--- src/rtl/bcd_display_counter_if.sv ---
`default_nettype none
// ============================================================================
//  Module      : bcd_display_counter_if
//  Description : Control/status bundle for bcd_display_counter.
//                master drives the count controls and receives the BCD value,
//                the wrap pulse and the multiplexed 7-segment pins; slave is
//                the counter side.
//  Signals     : en, up_dn, clear, load, load_val[4*DIGITS-1:0]  (master->slave)
//                bcd[4*DIGITS-1:0], wrap, an[DIGITS-1:0], sseg[7:0] (slave->master)
//  Revision    : 1.0  initial release
// ============================================================================
interface bcd_display_counter_if #(
    parameter int DIGITS = 4
);
    logic                  en;
    logic                  up_dn;
    logic                  clear;
    logic                  load;
    logic [4*DIGITS-1:0]   load_val;
    logic [4*DIGITS-1:0]   bcd;
    logic                  wrap;
    logic [DIGITS-1:0]     an;
    logic [7:0]            sseg;

    modport master (
        output en, up_dn, clear, load, load_val,
        input  bcd, wrap, an, sseg
    );

    modport slave (
        input  en, up_dn, clear, load, load_val,
        output bcd, wrap, an, sseg
    );
endinterface
`default_nettype wire

--- src/rtl/bcd_display_counter.sv ---
`default_nettype none
// ============================================================================
//  Module      : bcd_display_counter
//  Description : DIGITS-decade BCD up/down counter with count-rate prescaler,
//                parallel load, synchronous clear and a multiplexed
//                common-anode 7-segment driver with optional leading-zero
//                blanking.
//  Ports       : clk      - system clock, rising edge
//                reset_n  - synchronous active-low reset
//                bus_io   - slave modport: en, up_dn, clear, load, load_val
//                           in; bcd, wrap, an (active-low), sseg (active-low,
//                           [6:0]=g..a, [7]=dp) out
//  Revision    : 1.0  initial release
// ============================================================================
module bcd_display_counter #(
    parameter int DIGITS      = 4,
    parameter int TICK_DIV    = 10_000_000,
    parameter int REFRESH_DIV = 100_000,
    parameter bit BLANK_LZ    = 1'b1
) (
    input  wire logic                clk,
    input  wire logic                reset_n,
    bcd_display_counter_if.slave     bus_io
);

    // ------------------------------------------------------------------------
    // Constants
    // ------------------------------------------------------------------------
    localparam int c_BCD_W = 4 * DIGITS;
    localparam int c_PRE_W = (TICK_DIV > 1)    ? $clog2(TICK_DIV)    : 1;
    localparam int c_REF_W = (REFRESH_DIV > 1) ? $clog2(REFRESH_DIV) : 1;
    localparam int c_SEL_W = (DIGITS > 1)      ? $clog2(DIGITS)      : 1;

    localparam logic [c_PRE_W-1:0] c_PRE_LAST = c_PRE_W'(TICK_DIV - 1);
    localparam logic [c_REF_W-1:0] c_REF_LAST = c_REF_W'(REFRESH_DIV - 1);
    localparam logic [c_SEL_W-1:0] c_SEL_LAST = c_SEL_W'(DIGITS - 1);
    localparam logic [DIGITS-1:0]  c_AN_RESET = ~DIGITS'(1);
    localparam logic [7:0]         c_SEG_BLANK = 8'hFF;

    // ------------------------------------------------------------------------
    // Registers and combinational nets
    // ------------------------------------------------------------------------
    logic [c_PRE_W-1:0] pre_q, pre_d;
    logic [c_BCD_W-1:0] bcd_q, bcd_d;
    logic               wrap_q, wrap_d;
    logic [c_REF_W-1:0] refresh_q, refresh_d;
    logic [c_SEL_W-1:0] sel_q, sel_d;
    logic [DIGITS-1:0]  an_q, an_d;
    logic [7:0]         sseg_q, sseg_d;

    logic               tick;
    logic [c_BCD_W-1:0] load_clamped;
    logic [c_BCD_W-1:0] stepped;
    logic               step_carry;
    logic               refresh_last;
    logic [DIGITS-1:0]  zero_from;
    logic               zero_acc;
    logic [3:0]         sel_digit;
    logic               sel_blank;

    // ------------------------------------------------------------------------
    // Active-low segment decode, dp forced off
    // ------------------------------------------------------------------------
    function automatic logic [7:0] seg_decode(input logic [3:0] digit);
        logic [7:0] seg;
        case (digit)
            4'd0:    seg = 8'hC0;
            4'd1:    seg = 8'hF9;
            4'd2:    seg = 8'hA4;
            4'd3:    seg = 8'hB0;
            4'd4:    seg = 8'h99;
            4'd5:    seg = 8'h92;
            4'd6:    seg = 8'h82;
            4'd7:    seg = 8'hF8;
            4'd8:    seg = 8'h80;
            4'd9:    seg = 8'h90;
            default: seg = c_SEG_BLANK;
        endcase
        return seg;
    endfunction

    // ------------------------------------------------------------------------
    // Load value clamp: any non-decimal nibble is forced to 9 so the counter
    // never holds an invalid BCD code.
    // ------------------------------------------------------------------------
    for (genvar gi = 0; gi < DIGITS; gi++) begin : g_clamp
        assign load_clamped[4*gi +: 4] =
            (bus_io.load_val[4*gi +: 4] > 4'd9) ? 4'd9 : bus_io.load_val[4*gi +: 4];
    end

    // ------------------------------------------------------------------------
    // One BCD step. A carry/borrow of 1 is injected into digit 0 and ripples
    // upward through every digit sitting at its limit (9 up, 0 down). A carry
    // that survives past the top digit means the whole count wrapped.
    // ------------------------------------------------------------------------
    always_comb begin
        stepped    = bcd_q;
        step_carry = 1'b1;
        for (int i = 0; i < DIGITS; i++) begin
            if (step_carry) begin
                if (bus_io.up_dn) begin
                    if (bcd_q[4*i +: 4] == 4'd9) begin
                        stepped[4*i +: 4] = 4'd0;
                    end else begin
                        stepped[4*i +: 4] = bcd_q[4*i +: 4] + 4'd1;
                        step_carry        = 1'b0;
                    end
                end else begin
                    if (bcd_q[4*i +: 4] == 4'd0) begin
                        stepped[4*i +: 4] = 4'd9;
                    end else begin
                        stepped[4*i +: 4] = bcd_q[4*i +: 4] - 4'd1;
                        step_carry        = 1'b0;
                    end
                end
            end
        end
    end

    // ------------------------------------------------------------------------
    // Prescaler and counter next state: clear > load > tick > hold
    // ------------------------------------------------------------------------
    assign tick = bus_io.en && (pre_q == c_PRE_LAST);

    always_comb begin
        pre_d  = pre_q;
        bcd_d  = bcd_q;
        wrap_d = 1'b0;
        if (bus_io.clear) begin
            pre_d = '0;
            bcd_d = '0;
        end else if (bus_io.load) begin
            pre_d = '0;
            bcd_d = load_clamped;
        end else if (bus_io.en) begin
            // en low leaves pre_q untouched so a paused period resumes intact
            pre_d = tick ? '0 : pre_q + 1'b1;
            if (tick) begin
                bcd_d  = stepped;
                wrap_d = step_carry;
            end
        end
    end

    // ------------------------------------------------------------------------
    // Scan timing: free-running, unaffected by en/clear/load
    // ------------------------------------------------------------------------
    assign refresh_last = (refresh_q == c_REF_LAST);

    always_comb begin
        refresh_d = refresh_last ? '0 : refresh_q + 1'b1;
        sel_d     = sel_q;
        if (refresh_last) begin
            sel_d = (sel_q == c_SEL_LAST) ? '0 : sel_q + 1'b1;
        end
    end

    // ------------------------------------------------------------------------
    // Display next state. zero_from[i] is set when digit i and every digit
    // above it are zero; that is exactly the leading-zero condition.
    // ------------------------------------------------------------------------
    always_comb begin
        zero_from = '0;
        zero_acc  = 1'b1;
        for (int i = DIGITS - 1; i >= 0; i--) begin
            zero_acc     = zero_acc && (bcd_q[4*i +: 4] == 4'd0);
            zero_from[i] = zero_acc;
        end

        an_d      = '1;
        sel_digit = 4'd0;
        sel_blank = 1'b0;
        for (int i = 0; i < DIGITS; i++) begin
            if (sel_q == c_SEL_W'(i)) begin
                an_d[i]   = 1'b0;
                sel_digit = bcd_q[4*i +: 4];
                // digit 0 always shows, so a zero count still reads "0"
                sel_blank = BLANK_LZ && (i != 0) && zero_from[i];
            end
        end

        sseg_d = sel_blank ? c_SEG_BLANK : seg_decode(sel_digit);
    end

    // ------------------------------------------------------------------------
    // State registers
    // ------------------------------------------------------------------------
    always_ff @(posedge clk) begin
        if (!reset_n) begin
            pre_q     <= '0;
            bcd_q     <= '0;
            wrap_q    <= 1'b0;
            refresh_q <= '0;
            sel_q     <= '0;
            an_q      <= c_AN_RESET;
            sseg_q    <= 8'hC0;
        end else begin
            pre_q     <= pre_d;
            bcd_q     <= bcd_d;
            wrap_q    <= wrap_d;
            refresh_q <= refresh_d;
            sel_q     <= sel_d;
            an_q      <= an_d;
            sseg_q    <= sseg_d;
        end
    end

    // ------------------------------------------------------------------------
    // Outputs
    // ------------------------------------------------------------------------
    assign bus_io.bcd  = bcd_q;
    assign bus_io.wrap = wrap_q;
    assign bus_io.an   = an_q;
    assign bus_io.sseg = sseg_q;

endmodule
`default_nettype wire
--- src/flat_wrapper.sv ---
// flat-port wrapper written by rule: the top's interface ports become plain ports
module bcd_display_counter_flat 
#(
    parameter int DIGITS      = 4,
    parameter int TICK_DIV    = 10_000_000,
    parameter int REFRESH_DIV = 100_000,
    parameter bit BLANK_LZ    = 1'b1
)
  (clk, reset_n, bus_io_en, bus_io_up_dn, bus_io_clear, bus_io_load, bus_io_load_val, bus_io_bcd, bus_io_wrap, bus_io_an, bus_io_sseg);
  bcd_display_counter_if #(.DIGITS(DIGITS)) bus_io_i ();
  input  wire logic clk;
  input  wire logic reset_n;
  input wire logic [$bits(bus_io_i.en)-1:0] bus_io_en;
  input wire logic [$bits(bus_io_i.up_dn)-1:0] bus_io_up_dn;
  input wire logic [$bits(bus_io_i.clear)-1:0] bus_io_clear;
  input wire logic [$bits(bus_io_i.load)-1:0] bus_io_load;
  input wire logic [$bits(bus_io_i.load_val)-1:0] bus_io_load_val;
  output wire logic [$bits(bus_io_i.bcd)-1:0] bus_io_bcd;
  output wire logic [$bits(bus_io_i.wrap)-1:0] bus_io_wrap;
  output wire logic [$bits(bus_io_i.an)-1:0] bus_io_an;
  output wire logic [$bits(bus_io_i.sseg)-1:0] bus_io_sseg;
  assign bus_io_i.en = bus_io_en;
  assign bus_io_i.up_dn = bus_io_up_dn;
  assign bus_io_i.clear = bus_io_clear;
  assign bus_io_i.load = bus_io_load;
  assign bus_io_i.load_val = bus_io_load_val;
  assign bus_io_bcd = bus_io_i.bcd;
  assign bus_io_wrap = bus_io_i.wrap;
  assign bus_io_an = bus_io_i.an;
  assign bus_io_sseg = bus_io_i.sseg;
  bcd_display_counter #(.DIGITS(DIGITS), .TICK_DIV(TICK_DIV), .REFRESH_DIV(REFRESH_DIV), .BLANK_LZ(BLANK_LZ)) u_core (.clk(clk), .reset_n(reset_n), .bus_io(bus_io_i));
endmodule
--- config.mk ---
export PLATFORM = sky130hd
export DESIGN_NAME = bcd_display_counter_flat
export DESIGN_NICKNAME = d
export VERILOG_FILES = /design/src/rtl/bcd_display_counter_if.sv /design/src/rtl/bcd_display_counter.sv /design/src/flat_wrapper.sv
export SDC_FILE = /design/constraint.sdc
export NUM_CORES = 1
export LEC_CHECK = 0
export CORE_MARGIN = 2
export CORE_UTILIZATION = 30
export DETAILED_ROUTE_END_ITERATION = 12
export SLEW_MARGIN = 20
export SYNTH_ARGS = -nofsm -noshare
export SYNTH_HDL_FRONTEND = slang
export SYNTH_SLANG_ARGS = --single-unit
--- constraint.sdc ---
create_clock -name clk -period 2.4 [get_ports clk]
set_input_delay 0.72 -clock clk [delete_from_list [all_inputs] [get_ports clk]]
set_output_delay 0.72 -clock clk [all_outputs]
set_load 0.005 [all_outputs]
# Yosys cells after proc, flatten, opt, wreduce, memory -nomap -nowiden
# Memories as Yosys holds them, arrays and structs flattened.
# Index checks and enable logic that the tools add are counted.
# classes
addsub,11
order_cmp,4
eq_ne,9
muxes,50
bitwise,4
n_reduce_logical,22
# ops
operator,count
4-bit two-way mux,23
16-bit two-way mux,3
"24-bit by 1-bit adder with 24-bit output, second input constant",1
"24-bit == test, second input constant",1
24-bit two-way mux,1
1-bit two-way mux,21
"17-bit by 1-bit adder with 17-bit output, second input constant",1
"17-bit == test, second input constant",1
"4-bit by 1-bit adder with 4-bit output, second input constant",4
"4-bit == test, second input constant",4
"4-bit > comparator, second input constant",4
4-bit zero test,4
"4-bit by 1-bit subtractor with 4-bit output, second input constant",4
2-bit nonzero test,5
3-bit AND reduction,3
6-bit two-way mux,1
2-bit OR reduction,3
6-bit OR reduction,1
"2-bit == test, second input constant",2
1-bit inverter,4
1-bit logical AND,3
3-bit OR reduction,1
"2-bit by 1-bit adder with 2-bit output, second input constant",1
"2-bit by 1-bit == test with 1-bit output, second input constant",1
3 further kinds,3
# totals
register_bits,72
rom_bits,112
in_bits,22
out_inout_bits,29
wordCells,112
mem_count,1
# memory_table
name,depth,word_bits,rd,rd_ports_with_merged_regs,write_ports,line_no,source
(no name shown),16,7,1,0,0,bcd_display_counter.sv:66,case (digit)

# Logic depth before layout (Yosys ltp)
# Gate-level depths: netlist of the first run.
# depth
depth_word,9
ltp_mapped,11
depth_no_buf,10

# Worst setup path before layout of the first run
# Ideal clock, no wire load.
# synth_path
path_type,input to register
start,input bus_io_up_dn
end,"register u_core.bcd_q[15], in the netlist u_core.bus_io.bcd[15]"
setup_ns,0.058
arrival_time_ns,2.187
t_required_ns,2.342
slack_ns,0.155
path_stages,6
n_path_buf,0
path_cell_list,or3_1 -> a211oi_1 -> o211ai_1 -> or2_4 -> a211oi_1 -> o21a_1
# synth_via
elab_chain_len,5
word_cells_on_any_way,12
cone_classes,10 x mux; 2 x reduce/logical
# synth_lines
element,line_no,source
from (decl),flat_wrapper.sv:14,input wire logic [$bits(bus_io_i.up_dn)-1:0] bus_io_up_dn;
1-bit two-way mux or 4-bit two-way mux (tied branches),bcd_display_counter.sv:101,if (bus_io.up_dn) begin
1-bit two-way mux or 4-bit two-way mux (tied branches),bcd_display_counter.sv:100,if (step_carry) begin
1-bit two-way mux or 16-bit two-way mux (tied branches),"bcd_display_counter.sv:100, bcd_display_counter.sv:138",
2-bit nonzero test (no line) or 16-bit two-way mux (tied branches),--,
3-bit AND reduction (no line) or 16-bit two-way mux (tied branches),--,
to (signal assigned),bcd_display_counter.sv:191,bcd_q <= '0;
to (signal assigned),bcd_display_counter.sv:199,bcd_q <= bcd_d;
to (decl),bcd_display_counter.sv:44,"logic [c_BCD_W-1:0] bcd_q, bcd_d;"
# Parallel ways exist; a longest one is shown, timed or not. The select of a mux whose other input is x is not followed.
# A chain may end at the register's enable or synchronous reset.

# Final worst setup path of the first run
# layout_path
start,"register u_core.bcd_q[1], in the netlist u_core.bus_io.bcd[1]"
end,output bus_io_bcd[1]
# layout_rtl
element,line_no,source
to (decl),flat_wrapper.sv:18,output wire logic [$bits(bus_io_i.bcd)-1:0] bus_io_bcd;
# No word-level cell between the ends.

==> results.json, run 1 <==
{
  "hold_slack_ps": 472,
  "grt_usage_pct": 15.1,
  "num_vias": 3805,
  "clkTransAtPathRegs_ps": 60,
  "final_nets": 616,
  "io_buffer_count": 49,
  "cts_sinks": 71,
  "p_switching_mw": 0.697,
  "drive_above_1_share_pct": 10.5,
  "yosysTopAreaCellShare_pct": 34.8,
  "crit_chain": "clkdlybuf4s50_1",
  "drt-total-wl_um": 10600,
  "setup_violations": 0,
  "p_clk_share_pct": 47.1,
  "crit_path_max_fanout": 12,
  "grt_max_degree": 23,
  "post_dp_cell_area_um2": 4910,
  "finClkSkew_ps": 5.47,
  "final_max_slew_viol_count": 0,
  "worstMarginPinSlew_ps": 606,
  "hold_path.class": "reg -> reg",
  "synth_edf_count": 0,
  "synth_area_leaders": "dfxtp_1 (35%), nor2_1 (6.5%), xor2_1 (5.4%), nand2_1 (4.5%), o21ai_0 (4.0%)",
  "worst_ep_required_time_ps": 1680,
  "timing.rr.end": "u_core.bus_io.sseg[6]",
  "yosysUniqueCellTypes": 57,
  "clockBufferDepth": 2,
  "cap_viol_max_count": 0,
  "async_reset_ff_share_pct": 0,
  "htree_levels": 3,
  "clock-root-buffer": "clkbuf_16",
  "final_cell_count_no_fill": 764,
  "clock_latency_ps": 340,
  "synth.avg_cell_area_um2": 7.88,
  "pwr-share-comb_pct": 10.0,
  "yosysSeqAreaShare_pct": 34.8,
  "synth_common_cells": "dfxtp_1 (71), nor2_1 (71), nand2_1 (49), o21ai_0 (33)",
  "grt_pass1_wl_um": 17600,
  "wl_per_cell_um": 13.8,
  "min_period_ps": 2340,
  "core-area_um2": 13300,
  "cp.arrival_ps": 1620,
  "swShare_pct": 24.5,
  "first_pass_iters": 6,
  "start_util_pct": 30.8,
  "endpoint_kind": "output pin",
  "drt_iter0_drc": 361,
  "rsz0062_at_grt": "false",
  "synth_top_area_cell": "dfxtp_1",
  "r2r_start": "u_core.sel_q[0]",
  "antenna_found_initial": 0,
  "cpPeakStageDelay_ps": 670,
  "crit_slowest_cell": "dfxtp_1",
  "pin_count": 51,
  "grt_pass1_vias": 3712,
  "slew_headroom_pct": 59.6,
  "critPathLaunchType": "flip-flop",
  "fmax_mhz": 427,
  "ys_ff_latch": 71,
  "whs_endpoint": "u_core.refresh_q[0]",
  "postSynthNetCount": 552,
  "synth_ff_type": "dfxtp_1",
  "hold_viol": 0,
  "die_w_um": 121,
  "finalPower_mw": 2.84,
  "internal-power_mw": 2.14,
  "hold_depth": 1,
  "r2r_cells": 10,
  "post-place-cells": 745,
  "p_leak_nw": 1.89,
  "rows": 42,
  "hpwl_um": 7780,
  "gp_congestion": 0.855,
  "critical_path.top_delay_family": "flip-flops",
  "dieArea_um2": 14600,
  "gr-total-overflow": 0,
  "outcome": "completed",
  "share_seq_of_total_power_pct": 43.0,
  "critPathKind": "reg -> out",
  "synthCells": 519,
  "min-delay-start": "u_core.refresh_q[0]",
  "crit_buf_inv": 1,
  "viasPerCell": 4.98,
  "cts_buffers": 9,
  "die_h_um": 121,
  "syn_area_um2": 4090,
  "n_antenna_cell": 0,
  "drc_errors": 0,
  "cts_tree": "yes",
  "powerDensity_nw_per_um2": 541,
  "final_area_um2": 5250,
  "ff2ff_setup_slack_ps": 220,
  "area_growth_pct": 28.3,
  "fin_crit_sh_pct": 97.6,
  "yosys_warnings": 0,
  "finish.utilization_pct": 39.5,
  "peakVddDrop_mv": 0.434,
  "ant_nets": 0
}
==> stage by stage <==
step                      setup TNS, ps  setup slack (ps)
after floorplan                       0               155
after global placement            -7860              -442
after detailed placement          -8550              -466
after CTS                             0              47.5
after global routing                  0              4.77
final                                 0              58.4
==> worst register-to-register path, delay by kind of cell (launching register included) <==
kind                       cells  cell delay (ps)
and+or+nand+nor                3              430
buffers and inverters          2              190
adders and majority gates      2              550
AOI/OAI and AO/OA              3              490
DFF                            1              380
==> routing by layer <==
metal,part of all wire [%],GRT usage (%),routed length [µm],vias to the layer above
met2,50,25.8,5290,62
met5,0,0,0,-
met3,4.0,3.73,428,12
met4,1.5,5.96,163,0
met1,44,18.0,4700,1801
li1,-,-,-,1930
==> placed cells by master, fill, tap and decap left out, types with 3 or more instances in the layout <==
cell	Yosys	final
o22ai_1	3	3
nor2_1	71	71
o31ai_1	4	4
a31oi_1	5	5
o211ai_1	4	4
nor4b_1	6	6
clkinvlp_4	0	3
nand2b_1	4	4
dfxtp_1	71	71
or3_1	6	6
mux2i_1	11	11
nand4_1	9	9
nand2_1	49	49
a21oi_1	25	25
clkdlybuf4s50_1	0	47
nand3b_1	4	4
buf_4	1	33
nor3_1	12	11
a211oi_1	6	5
xor2_1	25	25
clkbuf_16	0	9
o21ai_0	33	32
inv_1	19	19
xnor2_1	18	18
nor2b_1	9	9
a22oi_1	3	3
ha_1	11	11
nand3_1	23	23
o21a_1	10	10
and3_1	10	10
and2_1	7	7
==> flip-flops by register name (all words and copies together), names as in the netlist <==
register            cells
u_core.bus_io.sseg      7
u_core.bus_io.an        4
u_core.bus_io.bcd      16
u_core.pre_q           24
u_core.refresh_q       17
u_core.sel_q            2
u_core.bus_io.wrap      1
==> final cells by class <==
type / instances / area [µm²]
fillers: 1333 / 8050
multi-input cells: 399 / 2480
flip-flops and latches: 71 / 1420
repair buffers: 83 / 759
clock buffers: 9 / 225
well taps: 176 / 220
clock inverters: 7 / 71.3
inverters: 19 / 71.3
==> worst max-delay path by stage <==
stage	slack [ps]	depth (start not counted)	endpoint	start
detailed placement	-470	8	u_core.bus_io.bcd[9]	bus_io_up_dn
global route	5	1	bus_io_bcd[1]	u_core.bus_io.bcd[1]
floorplan	160	6	u_core.bus_io.bcd[15]	bus_io_up_dn
CTS	50	1	bus_io_bcd[1]	u_core.bus_io.bcd[1]
finish	60	1	bus_io_bcd[1]	u_core.bus_io.bcd[1]
global placement	-440	8	u_core.bus_io.bcd[9]	bus_io_up_dn
==> power groups by stage <==
stage / Combinational (mW) / Clock (mW) / Sequential [mW]
floorplan: 0.158 / 0 / 1.24
finish: 0.283 / 1.34 / 1.22
global placement: 0.279 / 0 / 1.25
global route: 0.314 / 1.42 / 1.22
CTS: 0.285 / 1.37 / 1.22
detailed placement: 0.283 / 0 / 1.25
==> logic make-up after synthesis <==
logic type | after synthesis | share of synthesized area (%)
AO/OA/AOI/OAI | 108 | 17.1
XOR/XNOR | 43 | 9.21
adder cells (fa/ha/maj) | 11 | 3.37
buffers and inverters | 49 | 4.93
flip-flops | 71 | 34.8
multiplexers | 11 | 2.69
other | 1 | 0.0917
AND/OR/NAND/NOR | 225 | 27.9
==> repair_timing <==
| action | in CTS | in global routing |
|---|---|---|
| resized for setup | 2 | 3 |
| gates cloned | 0 | 0 |
| pin swaps | 2 | 1 |
| endpoints found under the hold margin | 0 | 0 |
| buffers inserted | 2 | 1 |
| setup endpoints to repair | 5 | 6 |
| hold buffers | 0 | 0 |
No activity file was read; power rests on OpenSTA's default activity.
==> inputs of run 2 (changes only) <==
Settings changed: CORE_UTILIZATION 30 to 55, PLACE_DENSITY set to 0.79.
Clock period 2.4 ns to 2.25 ns, I/O delays scaled along.
==> run 2 against run 1 <==
Utilization up 32 points. Combinational power up 13%. Count of clock-buffer cells in the layout up 1. Via count up 4.8%. Cell area down 1.3%. Non-clock buffer count up 11. Register-to-register slack worse by 30 ps. Largest power group is now registers.
==> results.json, run 2 (synthesis results as in run 1) <==
{
  "outcome": "completed",
  "hold_depth": 1,
  "crit_slowest_cell": "clkdlybuf4s50_1",
  "slew_headroom_pct": 60.4,
  "p_switching_mw": 0.687,
  "r2r_cells": 10,
  "gr-total-overflow": 0,
  "finalPower_mw": 2.65,
  "internal-power_mw": 1.96,
  "final_cell_mix": "nor2_1 (71), dfxtp_1 (65), nand2_1 (49)",
  "rows": 31,
  "finish.utilization_pct": 71.8,
  "min_period_ps": 2180,
  "grt_pass1_wl_um": 17500,
  "whs_endpoint": "u_core.refresh_q[0]",
  "cpPeakStageDelay_ps": 600,
  "dp_slack_ps": -546,
  "die_w_um": 90.2,
  "fmax_mhz": 459,
  "area_growth_pct": 26.6,
  "n_antenna_cell": 0,
  "die_h_um": 90.2,
  "clockBufferDepth": 2,
  "clock_latency_ps": 360,
  "postCtsHoldBufs": 0,
  "setup_slack_ps": 72.1,
  "wl_per_cell_um": 14.5,
  "largest_reg_flops": 24,
  "finClkSkew_ps": 14.1,
  "final_nets": 627,
  "timing.rr.end": "u_core.bus_io.sseg[3]",
  "path_depth": 1,
  "grt_pass1_vias": 3786,
  "top_register": "u_core.pre_q",
  "ff2ff_setup_slack_ps": 190,
  "rsz0062_at_grt": "false",
  "gp_congestion": 0.910,
  "final_max_slew_viol_count": 0,
  "setup_violations": 0,
  "final_cell_count_no_fill": 698,
  "clkTransAtPathRegs_ps": 70,
  "critPathLaunchType": "flip-flop",
  "crit_chain": "clkdlybuf4s50_1",
  "core-area_um2": 7210,
  "ant_nets": 0,
  "hold_path.class": "reg -> reg",
  "pin_count": 51,
  "endpoint_kind": "output pin",
  "worstMarginPinSlew_ps": 588,
  "antenna_found_initial": 0,
  "cts_tree": "yes",
  "peakVddDrop_mv": 0.425,
  "share_seq_of_total_power_pct": 49.1,
  "cts_sinks": 71,
  "hold_viol": 0,
  "crit_path_max_fanout": 9,
  "grt_usage_pct": 25.9,
  "final_common_cell": "nor2_1",
  "grt_max_degree": 23,
  "drive_above_1_share_pct": 14.0,
  "crit_buf_inv": 1,
  "swShare_pct": 26.0,
  "start_util_pct": 56.7,
  "fin_crit_sh_pct": 96.8,
  "pwr-share-comb_pct": 12.1,
  "clock-root-buffer": "clkbuf_8",
  "critical_path.top_delay_family": "buffers and inverters",
  "min-delay-start": "u_core.refresh_q[0]",
  "cp.arrival_ps": 1500,
  "num_vias": 3986,
  "dieArea_um2": 8140,
  "critPathKind": "reg -> out",
  "p_clk_share_pct": 38.8,
  "drt_iter0_drc": 337,
  "hpwl_um": 7260,
  "io_buffer_count": 49,
  "hold_slack_ps": 456,
  "r2r_start": "u_core.sel_q[0]",
  "powerDensity_nw_per_um2": 511,
  "p_leak_nw": 1.91,
  "drt-total-wl_um": 10100,
  "cts_buffers": 9,
  "cap_viol_max_count": 0,
  "n_fill_cell": 576,
  "htree_levels": 3,
  "viasPerCell": 5.71,
  "worst_ep_required_time_ps": 1570,
  "post-place-cells": 677,
  "drc_errors": 0,
  "first_pass_iters": 4
}
## run 2: timing repair
action / in CTS / in global routing
resized for setup: 5 / 12
setup endpoints to repair: 13 / 17
buffers inserted: 1 / 4
pin swaps: 1 / 6
## run 2: stage by stage
step / setup TNS, ps / cell area, µm²
detailed placement: -12040 / 4900
global route: 0 / 5180
floorplan: 0 / 4090
finish: 0 / 5180
CTS: 0 / 5110
global placement: -10870 / 4900
## run 2: worst max-delay path by stage
stage | from | end | slack, ps
final | u_core.bus_io.bcd[14] | bus_io_bcd[14] | 70
after global routing | bus_io_up_dn | u_core.bus_io.bcd[14] | 5
after CTS | u_core.sel_q[0] | u_core.bus_io.sseg[3] | 9
after detailed placement | bus_io_up_dn | u_core.bus_io.bcd[15] | -550
after global placement | bus_io_up_dn | u_core.bus_io.bcd[15] | -470
after floorplan | bus_io_up_dn | u_core.bus_io.bcd[15] | 50
## run 2: power groups by stage
stage          logic (mW)  registers [mW]  clock network (mW)
3_3_place_gp        0.301            1.33                   0
3_5_place_dp        0.308            1.33                   0
5_1_grt             0.351            1.30                1.11
6_report            0.320            1.30                1.03
2_1_floorplan       0.169            1.32                   0
4_1_cts             0.313            1.30                1.05
## run 2: per-layer routing
metal	track usage (%)	share of wire, %	up-vias
met4	11.0	2.6	0
met2	43.0	48	138
met1	32.8	44	1861
li1	-	-	1961
met5	0	0	-
met3	4.78	5.7	26
## run 2: cell type report
cell class                 instances  area, µm²  area share [%]
multi-input combinational        399       2500            48.3
clock inverter                     6       68.8            1.33
clock buffer                      10        128            2.46
timing repair buffer              94        858            16.6
sequential                        71       1430            27.6
tap                               99        124            2.39
inverter                          19       71.3            1.38
==> inputs of run 3 (changes only) <==
Settings changed: CTS_BUF_LIST set to sky130_fd_sc_hd__clkbuf_16, CTS_CLUSTER_SIZE set to 14.
==> run 3 against run 2 <==
Global-route usage rose by 0.32 points. First-iteration DRC count fell by 28%. Sequential share of layout area down 0.58 points. Critical path depth increased by 7. Routed wire length is 2.7% higher. Sequential power hardly changed. Clock power grew 38%. Largest cell class unchanged. Non-clock buffer count is 3 lower. Sequential cell count unchanged.
==> results.json, run 3 (synthesis results as in run 1) <==
{
  "hpwl_um": 7260,
  "critPathKind": "in -> reg",
  "clock_latency_ps": 340,
  "gp_congestion": 0.910,
  "io_buffer_count": 49,
  "clockBufferDepth": 2,
  "peakVddDrop_mv": 0.423,
  "outcome": "completed",
  "wl_met3_um": 521,
  "cts_buffers": 9,
  "p_clk_share_pct": 46.6,
  "dieArea_um2": 8140,
  "viasPerCell": 5.69,
  "post_dp_cell_area_um2": 4900,
  "antenna_found_initial": 0,
  "wirelength_met1_um": 4590,
  "ff2ff_setup_slack_ps": 100,
  "highest_layer": "met4",
  "pin_count": 51,
  "powerDensity_nw_per_um2": 577,
  "crit_buf_inv": 2,
  "drive_above_1_share_pct": 13.9,
  "share_seq_of_total_power_pct": 42.8,
  "final_cell_count_no_fill": 695,
  "swShare_pct": 24.4,
  "worstMarginPinSlew_ps": 573,
  "core-area_um2": 7210,
  "postCtsHoldBufs": 0,
  "final_nets": 624,
  "critical_path.top_delay_family": "compound AO/OA/AOI/OAI gates",
  "finClkSkew_ps": 8.96,
  "worst_ep_required_time_ps": 2450,
  "gr-total-overflow": 0,
  "top_register": "u_core.pre_q",
  "cts_sinks": 71,
  "internal-power_mw": 2.30,
  "hold_viol": 0,
  "cap_viol_max_count": 0,
  "grt_usage_pct": 26.2,
  "cpPeakStageDelay_ps": 350,
  "clkTransAtPathRegs_ps": 60,
  "grt_pass1_vias": 3829,
  "drt_iter0_drc": 244,
  "final_max_slew_viol_count": 0,
  "drc_errors": 0,
  "crit_chain": "clkbuf_2 > or3_4 > a211oi_4 > o211ai_1 > buf_4 > o31a_1 > o21ai_0 > a21oi_1",
  "first_pass_iters": 6,
  "endpoint_kind": "flip-flop",
  "min_period_ps": 2160,
  "p_leak_nw": 1.96,
  "fin_crit_sh_pct": 95.9,
  "crit_slowest_cell": "or3_4",
  "wl_met2_um": 5140,
  "setup_violations": 0,
  "ant_nets": 0,
  "num_vias": 3957,
  "die_h_um": 90.2,
  "grt_max_degree": 23,
  "rsz0062_at_grt": "true",
  "grt_pass1_wl_um": 17700,
  "fmax_mhz": 464,
  "final_cell_mix": "nor2_1 (71), dfxtp_1 (67), nand2_1 (49)",
  "wl_per_cell_um": 15.0,
  "cts_tree": "yes",
  "largest_reg_flops": 24,
  "final_common_cell": "nor2_1",
  "crit_path_max_fanout": 4,
  "final_area_um2": 5280,
  "rows": 31,
  "slew_headroom_pct": 61.8,
  "area_growth_pct": 29.1,
  "post-place-cells": 677,
  "die_w_um": 90.2,
  "hold_path.class": "reg -> reg",
  "clock-root-buffer": "clkbuf_16",
  "htree_levels": 3,
  "n_antenna_cell": 0,
  "start_util_pct": 56.7,
  "critPathLaunchType": "input pin",
  "p_switching_mw": 0.742,
  "drt-total-wl_um": 10400,
  "pwr-share-comb_pct": 10.6,
  "cp.arrival_ps": 2360
}
run 3: cell count changes in the layout (fill, tap and decap cells not counted), moves of 2 or more:
cell	previous run	this run
buf_4	42	40
clkbuf_16	0	9
clkbuf_8	9	0
dfxtp_1	65	67
dfxtp_2	6	4
run 3: power groups by stage:
stage	logic [mW]	registers (mW)	clock network (mW)
2_1_floorplan	0.169	1.32	0
3_3_place_gp	0.301	1.33	0
3_5_place_dp	0.308	1.33	0
4_1_cts	0.315	1.30	1.44
5_1_grt	0.352	1.31	1.49
6_report	0.322	1.30	1.42
run 3: timing repair:
action | CTS | global route
resized for setup | 9 | 13
setup buffers | 1 | 1
gates cloned | 0 | 0
endpoints found under the setup margin | 15 | 23
pin swaps | 4 | 4
hold endpoints to repair | 0 | 0
run 3: final cells by class:
type | instances | area [µm²]
Clock inverter | 7 | 72.6
Multi-Input combinational cell | 399 | 2530
Timing Repair Buffer | 91 | 828
Fill cell | 565 | 1940
Inverter | 19 | 71.3
Clock buffer | 9 | 225
Sequential cell | 71 | 1430
Tap cell | 99 | 124
run 3: metrics by stage:
stage | worst slack [ps] | util, % | TNS, ps | hold WS (ps) | power [mW]
final | 92.5 | 73.2 | 0 | 455 | 3.04
after global routing | -112 | 73.2 | -129 | 479 | 3.14
after CTS | 28.6 | 72.7 | 0 | 457 | 3.05
after detailed placement | -546 | 67.9 | -12040 | 447 | 1.64
after global placement | -473 | 67.9 | -10870 | 429 | 1.63
after floorplan | 50.2 | - | 0 | 418 | 1.49
run 3: path summary, 6_finish.rpt:
kind                                           from                    end  depth (start not counted)
worst max-delay path                   bus_io_up_dn  u_core.bus_io.bcd[14]                          8
worst min-delay path            u_core.refresh_q[0]    u_core.refresh_q[0]                          1
worst max register to register      u_core.sel_q[0]  u_core.bus_io.sseg[6]                         10
worst min register to register  u_core.refresh_q[0]    u_core.refresh_q[0]                          1
run 3: routing by layer:
metal	up-vias	global-route usage (%)
li1	1952	-
met1	1876	33.4
met2	113	44.5
met3	16	4.53
met4	0	9.49
met5	-	0
